==> src/rtl/spi_slave_shift_datapath_pkg.sv <==
`default_nettype none
// ============================================================================
// Module      : spi_slave_pkg
// Description : Shared constants for the SPI slave serial front end and its
//               controller: default word width, command opcodes and the
//               bit-counter width helper.
// Revision    : 1.0 - initial release
// ============================================================================
package spi_slave_pkg;

    localparam int         SPI_DATA_WIDTH = 8;
    localparam logic [7:0] SPI_WR_OPCODE  = 8'h02;
    localparam logic [7:0] SPI_RD_OPCODE  = 8'h03;

    // Width of a counter that holds 0..width-1.
    function automatic int cnt_w(input int width);
        return (width > 1) ? $clog2(width) : 1;
    endfunction

endpackage
`default_nettype wire

==> src/rtl/spi_slave_shift_datapath_if.sv <==
`default_nettype none
// ============================================================================
// Module      : spi_slave_shift_datapath_if
// Description : Serial/word-side signal bundle of the SPI slave datapath.
//               slave  modport : datapath side (MOSI/DataSel/Rd_Data in;
//                                tick, opcode flags, rx_word, MISO, cmd_err out)
//               master modport : environment / controller side (mirror)
// Revision    : 1.0 - initial release
// ============================================================================
interface spi_slave_shift_datapath_if #(
    parameter int DATA_WIDTH = spi_slave_pkg::SPI_DATA_WIDTH
);
    logic                  MOSI;
    logic                  DataSel;
    logic [DATA_WIDTH-1:0] Rd_Data;
    logic                  coutner_tick;
    logic                  OP_Wr;
    logic                  OP_Rd;
    logic [DATA_WIDTH-1:0] rx_word;
    logic                  MISO;
    logic                  cmd_err;

    modport slave (
        input  MOSI, DataSel, Rd_Data,
        output coutner_tick, OP_Wr, OP_Rd, rx_word, MISO, cmd_err
    );

    modport master (
        output MOSI, DataSel, Rd_Data,
        input  coutner_tick, OP_Wr, OP_Rd, rx_word, MISO, cmd_err
    );
endinterface
`default_nettype wire

==> src/rtl/spi_slave_shift_datapath_bit_counter.sv <==
`default_nettype none
// ============================================================================
// Module      : spi_bit_counter
// Description : Bit position counter for the SPI slave. Produces the
//               word-boundary tick (combinational, during the last bit) and
//               the command-phase flag (set by reset, cleared by first tick).
// Ports       : clk       - SPI clock (rising edge)
//               rst       - synchronous active-high reset (slave select high)
//               tick      - high while the current bit is the last of a word
//               cmd_phase - high while the current word is the command word
// Revision    : 1.0 - initial release
// ============================================================================
module spi_bit_counter
    import spi_slave_pkg::*;
#(
    parameter int DATA_WIDTH = SPI_DATA_WIDTH,
    parameter int CNT_W      = cnt_w(DATA_WIDTH)
) (
    input  wire  clk,
    input  wire  rst,
    output logic tick,
    output logic cmd_phase
);

    localparam logic [CNT_W-1:0] LAST_BIT = CNT_W'(DATA_WIDTH - 1);

    logic [CNT_W-1:0] bit_cnt_q, bit_cnt_d;
    logic             cmd_phase_q, cmd_phase_d;
    logic             at_last_w;

    always_comb begin
        at_last_w   = (bit_cnt_q == LAST_BIT);
        // Explicit wrap so non-power-of-two widths still cycle 0..W-1.
        bit_cnt_d   = at_last_w ? '0 : bit_cnt_q + CNT_W'(1);
        cmd_phase_d = cmd_phase_q & ~at_last_w;
    end

    always_ff @(posedge clk) begin
        if (rst) begin
            bit_cnt_q   <= '0;
            cmd_phase_q <= 1'b1;
        end else begin
            bit_cnt_q   <= bit_cnt_d;
            cmd_phase_q <= cmd_phase_d;
        end
    end

    // Suppressed while deselected so no downstream capture fires on a reset edge.
    assign tick      = at_last_w & ~rst;
    assign cmd_phase = cmd_phase_q;

endmodule
`default_nettype wire

==> src/rtl/spi_slave_shift_datapath.sv <==
`default_nettype none
// ============================================================================
// Module      : spi_slave_shift_datapath
// Description : SPI slave serial front end. Deserialises MOSI into words,
//               decodes the command word into write/read flags, presents each
//               completed word to downstream capture logic and serialises
//               read data onto MISO.
// Ports       : SCLK - SPI clock, all state updates on the rising edge
//               SS   - synchronous active-high reset (slave deselected)
//               bus  - slave modport: MOSI, DataSel, Rd_Data in;
//                      coutner_tick, OP_Wr, OP_Rd, rx_word, MISO, cmd_err out
// Revision    : 1.0 - initial release
// ============================================================================
module spi_slave_shift_datapath
    import spi_slave_pkg::*;
#(
    parameter int                    DATA_WIDTH = SPI_DATA_WIDTH,
    parameter logic [DATA_WIDTH-1:0] WR_OPCODE  = DATA_WIDTH'(SPI_WR_OPCODE),
    parameter logic [DATA_WIDTH-1:0] RD_OPCODE  = DATA_WIDTH'(SPI_RD_OPCODE)
) (
    input  wire                          SCLK,
    input  wire                          SS,
    spi_slave_shift_datapath_if.slave    bus
);

    // Only the low W-1 bits of the receive shifter are ever observed: the
    // assembled word is {rx_sr, MOSI}, so the oldest bit falls off here.
    logic [DATA_WIDTH-2:0] rx_sr_q, rx_sr_d;
    logic [DATA_WIDTH-1:0] tx_sr_q, tx_sr_d;
    logic                  cmd_err_q, cmd_err_d;

    logic                  tick_w;
    logic                  cmd_phase_w;
    logic                  cmd_tick_w;
    logic                  match_wr_w;
    logic                  match_rd_w;
    logic [DATA_WIDTH-1:0] rx_word_w;

    spi_bit_counter #(
        .DATA_WIDTH (DATA_WIDTH)
    ) u_bit_counter (
        .clk       (SCLK),
        .rst       (SS),
        .tick      (tick_w),
        .cmd_phase (cmd_phase_w)
    );

    always_comb begin
        rx_word_w  = {rx_sr_q, bus.MOSI};
        match_wr_w = (rx_word_w == WR_OPCODE);
        match_rd_w = (rx_word_w == RD_OPCODE);
        cmd_tick_w = tick_w & cmd_phase_w;

        rx_sr_d    = rx_word_w[DATA_WIDTH-2:0];

        // Parallel load takes priority over the shift on the same edge.
        if (tick_w && !bus.DataSel) begin
            tx_sr_d = bus.Rd_Data;
        end else begin
            tx_sr_d = {tx_sr_q[DATA_WIDTH-2:0], 1'b0};
        end

        cmd_err_d  = cmd_err_q | (cmd_tick_w & ~match_wr_w & ~match_rd_w);
    end

    always_ff @(posedge SCLK) begin
        if (SS) begin
            rx_sr_q   <= '0;
            tx_sr_q   <= '0;
            cmd_err_q <= 1'b0;
        end else begin
            rx_sr_q   <= rx_sr_d;
            tx_sr_q   <= tx_sr_d;
            cmd_err_q <= cmd_err_d;
        end
    end

    assign bus.coutner_tick = tick_w;
    assign bus.OP_Wr        = cmd_tick_w & match_wr_w;
    assign bus.OP_Rd        = cmd_tick_w & match_rd_w;
    assign bus.rx_word      = rx_word_w;
    assign bus.MISO         = tx_sr_q[DATA_WIDTH-1];
    assign bus.cmd_err      = cmd_err_q;

endmodule
`default_nettype wire

==> src/flat_wrapper.sv <==
// flat-port wrapper written by rule: the top's interface ports become plain ports
module spi_slave_shift_datapath_flat import spi_slave_pkg::*;
#(
    parameter int                    DATA_WIDTH = SPI_DATA_WIDTH,
    parameter logic [DATA_WIDTH-1:0] WR_OPCODE  = DATA_WIDTH'(SPI_WR_OPCODE),
    parameter logic [DATA_WIDTH-1:0] RD_OPCODE  = DATA_WIDTH'(SPI_RD_OPCODE)
)
  (SCLK, SS, bus_MOSI, bus_DataSel, bus_Rd_Data, bus_coutner_tick, bus_OP_Wr, bus_OP_Rd, bus_rx_word, bus_MISO, bus_cmd_err);
  spi_slave_shift_datapath_if #(.DATA_WIDTH(DATA_WIDTH)) bus_i ();
  input  wire SCLK;
  input  wire SS;
  input wire logic [$bits(bus_i.MOSI)-1:0] bus_MOSI;
  input wire logic [$bits(bus_i.DataSel)-1:0] bus_DataSel;
  input wire logic [$bits(bus_i.Rd_Data)-1:0] bus_Rd_Data;
  output wire logic [$bits(bus_i.coutner_tick)-1:0] bus_coutner_tick;
  output wire logic [$bits(bus_i.OP_Wr)-1:0] bus_OP_Wr;
  output wire logic [$bits(bus_i.OP_Rd)-1:0] bus_OP_Rd;
  output wire logic [$bits(bus_i.rx_word)-1:0] bus_rx_word;
  output wire logic [$bits(bus_i.MISO)-1:0] bus_MISO;
  output wire logic [$bits(bus_i.cmd_err)-1:0] bus_cmd_err;
  assign bus_i.MOSI = bus_MOSI;
  assign bus_i.DataSel = bus_DataSel;
  assign bus_i.Rd_Data = bus_Rd_Data;
  assign bus_coutner_tick = bus_i.coutner_tick;
  assign bus_OP_Wr = bus_i.OP_Wr;
  assign bus_OP_Rd = bus_i.OP_Rd;
  assign bus_rx_word = bus_i.rx_word;
  assign bus_MISO = bus_i.MISO;
  assign bus_cmd_err = bus_i.cmd_err;
  spi_slave_shift_datapath #(.DATA_WIDTH(DATA_WIDTH), .WR_OPCODE(WR_OPCODE), .RD_OPCODE(RD_OPCODE)) u_core (.SCLK(SCLK), .SS(SS), .bus(bus_i));
endmodule
==> config.mk <==
export PLATFORM = sky130hd
export DESIGN_NAME = spi_slave_shift_datapath_flat
export DESIGN_NICKNAME = d
export VERILOG_FILES = /design/src/rtl/spi_slave_shift_datapath_pkg.sv /design/src/rtl/spi_slave_shift_datapath_if.sv /design/src/rtl/spi_slave_shift_datapath_bit_counter.sv /design/src/rtl/spi_slave_shift_datapath.sv /design/src/flat_wrapper.sv
export SDC_FILE = /design/constraint.sdc
export NUM_CORES = 1
export LEC_CHECK = 0
export CORE_MARGIN = 2
export CORE_UTILIZATION = 40
export CTS_BUF_LIST = sky130_fd_sc_hd__clkbuf_8
export DETAILED_ROUTE_END_ITERATION = 6
export PLACE_DENSITY = 0.88
export SYNTH_ARGS = -nofsm -noshare
export SYNTH_HDL_FRONTEND = slang
export SYNTH_HIERARCHICAL = 1
export SYNTH_SLANG_ARGS = --single-unit
==> constraint.sdc <==
create_clock -name SCLK -period 1.4 [get_ports SCLK]
set_input_delay 0.14 -clock SCLK [delete_from_list [all_inputs] [get_ports SCLK]]
set_output_delay 0.14 -clock SCLK [all_outputs]
set_load 0.05 [all_outputs]
==> metrics <==
Detailed Place HPWL approximately 1.2 mm; Mapped Nets slightly below 80; vias in the first global route 563; Tot GR Track Use 0.191; Finished Cell Area 0.00128 mm²; GR Overflow Total 0; #FFs+latches synth 20; sequential share of the synthesized area 0.576; Required @ worst endpoint 1260 ps; Peak VDD IR 0.700 mV; Setup crit start kind flip-flop; Synth Area in XOR/XNOR 0; post-synthesis mux area share 0.101; via count 587; Pre-Repair DR Iteration Count 4; crit path DAT roughly 1500 ps; Least-Margin Pin Slew 268 ps; Fillers 100; clk buf depth 2; hold_ws roughly 440 ps; Post-Layout Cell Count 118; Starting Density 0.412; site row count 15; failing checks setup timing; DRC 0; share of post-route cells with drive strength above 1 0.446; Max FO, Critical Path 2; commonest non-fill, non-tap cell in the layout dfxtp_1; antenna-violating nets left 0; Syn Area/Cell approximately 11 µm²; Worst Hold Class flip-flop to flip-flop; Relative slew margins 0.820; Antenna Cells 0; maximum clock frequency 606 MHz; TritonCTS buffer count 3; Final Hold Viols 0; PwrDens 852 mW/mm²; Fin Setup TNS -1950 ps; Core Region 0.00169 mm²; Worst-path clk slew roughly 70 ps; largest family of logic cells by synthesized area simple AND/OR/NAND/NOR gates; Synth Instances 63; post-layout util 0.759; Final min period 1650 ps; I/O pins 25; Final Power 1.09 mW; status complete, but fails checks; I/O Buffers 24; Die Area 0.00209 mm²; adder-cell share of the synthesized area 0.0360; routed wire length 1.96 mm; period utilization 1.18; Max-Cap Viols 0; Crit. End Element output pin; PnR worst setup slack -250 ps; most frequent cells in the layout dfxtp_1 (16), buf_4 (14), clkdlybuf4s50_1 (11), buf_12 (10), nor2_1 (9); Final setup viols 12; Syn Std Cell Area a little under 700 µm²; Die Ht ~46 µm; RSZ-0062 raised after global routing true; worst setup path class flip-flop to output pin; first-pass GRT wire length approximately 2.6 mm; global placer's final weighted congestion around 0.76; clock latency at the later pin of the worst-skew pair 250 ps; TritonCTS clock tree done; Die X ~46 µm; clk root buf clkbuf_8; Final Max Slew Viols 0; clock tree sinks 20; initial antenna violation count 0; nets 117; DP Cell Count ~110; Leakage Power 0.587 nW; post-synthesis compound-gate area fraction 0.0342; DP Area between 0.001 and 0.0015 mm²; Unique masters post-synth 18; Place WS -19.2 ps; DRT iter0 DRCs 6; vias per inst 4.97; Yosys warning total 6; area delta synth->final 84.2%; clk_skew 2.32 ps; largest net degree at the start of global routing 21; Routed wire per std cell 16.6 µm; simple-gate share of the synthesized area 0.214; H-tree levels 1
[layout make-up]
| type | instances | area, µm² | share of cell area |
|---|---|---|---|
| clock buffers | 3 | 41.3 | 0.0322 |
| multi-input cells | 38 | 354 | 0.276 |
| inverters | 2 | 10.0 | 0.00781 |
| flip-flops and latches | 20 | 405 | 0.316 |
| repair buffers | 38 | 449 | 0.351 |
| well taps | 17 | 21.3 | 0.0166 |
[worst max-delay path: stages, from the launching register on]
cell and delay, ps:
dfxtp_2 340, ha_4 160, ha_4 160, inv_4 60
nor2_4 40, buf_4 130, buf_6 110, buf_6 110
buf_12 130
[power breakdown]
group	internal (mW)	total [mW]	switching, mW	leakage [nW]
sequential	0.583	0.595	0.0121	0.164
clock	0.191	0.359	0.168	0.0216
combinational	0.0754	0.137	0.0617	0.402
total	0.849	1.09	0.242	0.587
[per-layer routing]
layer,wire [µm],global-route usage,share of wire
met3,77,0.0595,0.039
met4,93,0.137,0.048
met5,0,0,0
met2,998,0.313,0.51
met1,786,0.206,0.40
[synth_stat cells]
master,count,area share
dfxtp_1,20,0.58
nor2_1,10,0.054
mux2i_1,7,0.10
nor2b_1,6,0.054
nor3_1,3,0.022
nor3b_1,3,0.032
buf_4,2,0.022
ha_1,2,0.036
a21o_1,1,0.011
a31oi_1,1,0.0090
buf_2,1,0.0072
inv_1,1,0.0054
inv_2,1,0.0054
nand2_1,1,0.0054
nand2b_1,1,0.0090
nand3_1,1,0.0072
nor4_4,1,0.031
o21ba_1,1,0.014
[state kept, by name (all words and copies together) (netlist names)]
name and flops:
u_core/rx_sr_q 7, u_core/u_bit_counter/cmd_phase 1, u_core/bus.cmd_err 1, u_core/tx_sr_q 8
u_core/u_bit_counter/bit_cnt_q 3
[logic make-up (layout without fill, tap and decap cells)]
kind of cell / after synthesis / in the layout
muxes: 7 / 7
buffers and inverters: 5 / 43
adders and majority gates: 2 / 2
AOI/OAI and AO/OA: 3 / 3
DFF: 20 / 20
and+or+nand+nor: 26 / 26
[worst paths after layout]
path | startpoint | endpoint | slack, ps | depth (start not counted)
max reg2reg | u_core/u_bit_counter/bit_cnt_q[0] | u_core/tx_sr_q[3] | -160 | 9
min | u_core/u_bit_counter/bit_cnt_q[0] | u_core/u_bit_counter/bit_cnt_q[0] | 440 | 1
max | u_core/u_bit_counter/bit_cnt_q[0] | bus_coutner_tick | -250 | 8
min reg2reg | u_core/u_bit_counter/bit_cnt_q[0] | u_core/u_bit_counter/bit_cnt_q[0] | 440 | 1
[timing repair]
item	in CTS	in global routing
hold buffers	0	0
endpoints found under the hold margin	0	0
resized for setup	3	6
endpoints found under the setup margin	5	11
setup buffers	4	4
pin swaps	6	8
Power figures use the tool's default switching activity.
==> RTL edit 1: new RTL, config.mk and constraints unchanged <==
Set the package constant `SPI_DATA_WIDTH` to 10 (it was 8).
--- a/src/rtl/spi_slave_shift_datapath_pkg.sv
+++ b/src/rtl/spi_slave_shift_datapath_pkg.sv
@@ -8,7 +8,7 @@
 // ============================================================================
 package spi_slave_pkg;
 
-    localparam int         SPI_DATA_WIDTH = 8;
+    localparam int         SPI_DATA_WIDTH = 10;
     localparam logic [7:0] SPI_WR_OPCODE  = 8'h02;
     localparam logic [7:0] SPI_RD_OPCODE  = 8'h03;
 
Ports: changed (resized bus_Rd_Data and bus_rx_word); port bits go from 25 to 29. The function was not compared with the original's and may differ.
==> RTL edit 1 against the original RTL <==
The run still ends with setup timing left; sequential cell count is 5 higher; routed wire length up 17%; critical endpoint is now bus_OP_Rd; fmax shrank 21%; die area is 27% higher; setup slack got worse by 0.43 ns; synthesized area is 30% higher; cell area up 26%; power grew 20%.
==> RTL edit 1: results <==
{
  "n_fill_cell": 149,
  "ys_seq_elements": 25,
  "placed_area_um2": 1430,
  "p_per_area_nw_per_um2": 809,
  "met3_usage": 0.0345,
  "worst_pin_slew_ns": 0.301,
  "grt_pass1_wl_um": 3330,
  "setup_violations": 13,
  "buf_share": 0.328,
  "nNetsFinal": 165,
  "wl_per_cell_um": 13.0,
  "dr.max_layer_used": "met3",
  "drive_above_1_share": 0.493,
  "path_delay_family": "simple AND/OR/NAND/NOR gates",
  "synthCells": 98,
  "num-multi-input-gates": 66,
  "rrSetupSlack_ns": -0.33,
  "violations": "setup timing",
  "synth_common_cells": "25 x dfxtp_1, 21 x nand2_1, 11 x a21oi_1",
  "met1_usage": 0.194,
  "use_met2": 0.303,
  "vias": 848,
  "setup_ws_ns": -0.676,
  "r2r-start": "u_core/u_bit_counter/bit_cnt_q[1]",
  "ir_worst_vdd_uv": 646,
  "status": "complete, but fails checks",
  "gp_congestion": 0.698,
  "wl_met1_um": 930,
  "dp_slack_ns": -0.464,
  "hold_start": "bus_Rd_Data[6]",
  "initialDrtViolationCount": 14,
  "worstPathArrival_ns": 1.94,
  "vias_per_cell": 4.82,
  "met3_length_um": 107,
  "dr_wl_met2_um": 1250,
  "n_all_buffers": 51,
  "fin_hold_ws_ns": 0.425,
  "power_leakage_nw": 0.648,
  "biggestRegsByFlops": "u_core/tx_sr_q (10), u_core/rx_sr_q (9), u_core/u_bit_counter/bit_cnt_q (4)",
  "multi_input_area_share": 0.294
}
-- RTL edit 1: power by group --
part | leakage, nW | total [mW] | internal (mW) | switching [mW]
Sequential | 0.207 | 0.727 | 0.720 | 0.00708
Combinational | 0.416 | 0.172 | 0.0908 | 0.0807
Clock | 0.0255 | 0.406 | 0.198 | 0.207
-- RTL edit 1: worst register-to-register path, stage by stage (launching register included) --
cell	delay, ns
dfxtp_2	0.33
inv_2	0.06
ha_4	0.14
nand3b_1	0.14
nor2_4	0.17
buf_6	0.11
buf_6	0.08
buf_6	0.09
buf_6	0.09
nor2b_4	0.16
buf_6	0.14
nand2_1	0.07
a21oi_2	0.11
-- RTL edit 1: path summary, 6_finish.rpt --
path,end,cells after the start
max,bus_OP_Rd,4
min,u_core/tx_sr_q[6],3
max reg2reg,u_core/tx_sr_q[9],12
min reg2reg,u_core/tx_sr_q[1],2
==> RTL edit 2: new RTL, same flow settings <==
Without the edit above. Make the reset (`rst`) asynchronous in one clocked block. Comments in the files are not updated.
--- a/src/rtl/spi_slave_shift_datapath_bit_counter.sv
+++ b/src/rtl/spi_slave_shift_datapath_bit_counter.sv
@@ -35,7 +35,7 @@
         cmd_phase_d = cmd_phase_q & ~at_last_w;
     end
 
-    always_ff @(posedge clk) begin
+    always_ff @(posedge clk or posedge rst) begin
         if (rst) begin
             bit_cnt_q   <= '0;
             cmd_phase_q <= 1'b1;
Function: same outputs for any inputs over 10 cycles, from zero or initial values; that may be too few to reach the edited logic, so the function may still have changed.
==> RTL edit 2 against the original RTL <==
The run still ends with setup timing left; count of clock-buffer cells in the layout unchanged; power up 15%; cell area down 0.39%; sequential cell count unchanged; synthesized area up 1.3%; routed wire length down 15%; global-route usage about the same; setup slack worse by 0.075 ns; largest cell class unchanged; critical path depth down 2; utilization down 0.30 points; clock power up 56%.
==> RTL edit 2: results <==
{
  "worstPathArrival_ns": 1.58,
  "drive_above_1_share": 0.402,
  "setup_violations": 11,
  "clock_path_buffers": 2,
  "placed_area_um2": 1170,
  "r2r-start": "u_core/u_bit_counter/bit_cnt_q[1]",
  "violations": "setup timing",
  "grt_pass1_wl_um": 2690,
  "reg2regPathDepth": 8,
  "syn_area_per_cell_um2": 11.5,
  "gp_congestion": 0.700,
  "vias_per_cell": 4.94,
  "yosys.cell_types.count": 19,
  "ir_worst_vdd_uv": 790,
  "r2r-end": "u_core/tx_sr_q[5]",
  "finClkSkew_ns": 0.00130,
  "syn_to_final_growth_pct": 81.2,
  "nNetsFinal": 112,
  "finalNonFillerCells": 114,
  "grt_pass1_vias": 602,
  "numPortBuffers": 24,
  "hpwl_um": 1240,
  "rrSetupSlack_ns": -0.30,
  "setup_ws_ns": -0.325,
  "dp_slack_ns": -0.113,
  "n_fill_cell": 107,
  "dp.cells": 107,
  "cp_max_fo": 3,
  "totalWireLength_um": 1670,
  "initialDrtViolationCount": 7,
  "grt_max_degree": 18,
  "worst_hold_path_type": "in2async",
  "grt_usage": 0.191,
  "async_reset_ff_frac": 0.200,
  "clock_latency_ns": 0.25,
  "synth_nets": 75,
  "status": "complete, but fails checks",
  "power_leakage_nw": 0.611,
  "yosysSeqAreaShare": 0.599,
  "synth_area_leaders": "dfxtp_1 45%, dfrtp_1 11%, mux2i_1 9.9%",
  "synth_common_cells": "16 x dfxtp_1, 10 x nor2_1, 7 x mux2i_1, 7 x nor2b_1, 3 x dfrtp_1",
  "relSlewSlack": 0.835
}
## RTL edit 2: changes by cell type in the layout (fill, tap and decap cells not counted), sizes merged, moves of 2 or more
cell,unedited run,this run
dfxtp,20,16
buf,27,24
nor2b,6,8
nor3b,3,1
dfrtp,0,3
## RTL edit 2: how the worst max path moves through the flow
stage	endpoint	depth (start not counted)	from
4_1_cts	bus_OP_Wr	6	u_core/u_bit_counter/bit_cnt_q[1]
2_1_floorplan	bus_OP_Rd	5	u_core/u_bit_counter/bit_cnt_q[0]
5_1_grt	bus_OP_Wr	6	u_core/u_bit_counter/bit_cnt_q[0]
3_3_place_gp	u_core/tx_sr_q[4]	7	u_core/u_bit_counter/bit_cnt_q[0]
3_5_place_dp	u_core/tx_sr_q[4]	7	u_core/u_bit_counter/bit_cnt_q[0]
6_report	bus_OP_Wr	6	u_core/u_bit_counter/bit_cnt_q[1]
## RTL edit 2: logic make-up (layout without fill, tap and decap cells)
logic type                 count (synthesis)  after routing  synth area share
adders and majority gates                  2              2            0.0355
DFF                                       20             20             0.599
and+or+nand+nor                           25             25             0.204
AOI/OAI and AO/OA                          2              2            0.0231
muxes                                      7              7            0.0995
buffers and inverters                      5             41            0.0391
## RTL edit 2: power breakdown
group	switching, mW	total, mW	internal (mW)
combinational	0.0537	0.115	0.0610
sequential	0.00691	0.585	0.578
clock	0.179	0.560	0.381
total	0.240	1.26	1.02
## RTL edit 2: final cells by class
class	instances	share of cell area
repair buffers	35	0.331
flip-flops and latches	20	0.330
multi-input cells	36	0.260
clock buffers	3	0.0324
clock inverters	1	0.0235
well taps	17	0.0167
inverters	2	0.00588
## RTL edit 2: what timing repair did
item,in CTS,in global routing
setup endpoints to repair,11,11
buffers inserted,2,3
pin swaps,6,2
resized for setup,4,2
hold endpoints to repair,0,0
## RTL edit 2: routing by layer
layer,global-route usage,up-vias,part of all wire
met1,0.214,273,0.38
met5,0,-,0
met3,0.0476,2,0.044
met4,0.103,0,0.0060
li1,-,270,-
met2,0.328,18,0.57
## RTL edit 2: stage by stage
step | hold WS, ns | setup TNS [ns]
after floorplan | -0.0946 | -1.95
after global placement | 0.418 | -0.237
after detailed placement | 0.429 | -0.737
after CTS | 0.400 | -2.48
after global routing | 0.438 | -3.27
final | 0.398 | -2.62
## RTL edit 2: worst max-delay path, stage by stage (launching register included)
cell and delay (ns):
dfrtp_1 0.39, ha_4 0.16, ha_4 0.13, nor2b_4 0.17, nand2_4 0.09, nor3_4 0.22, buf_12 0.16
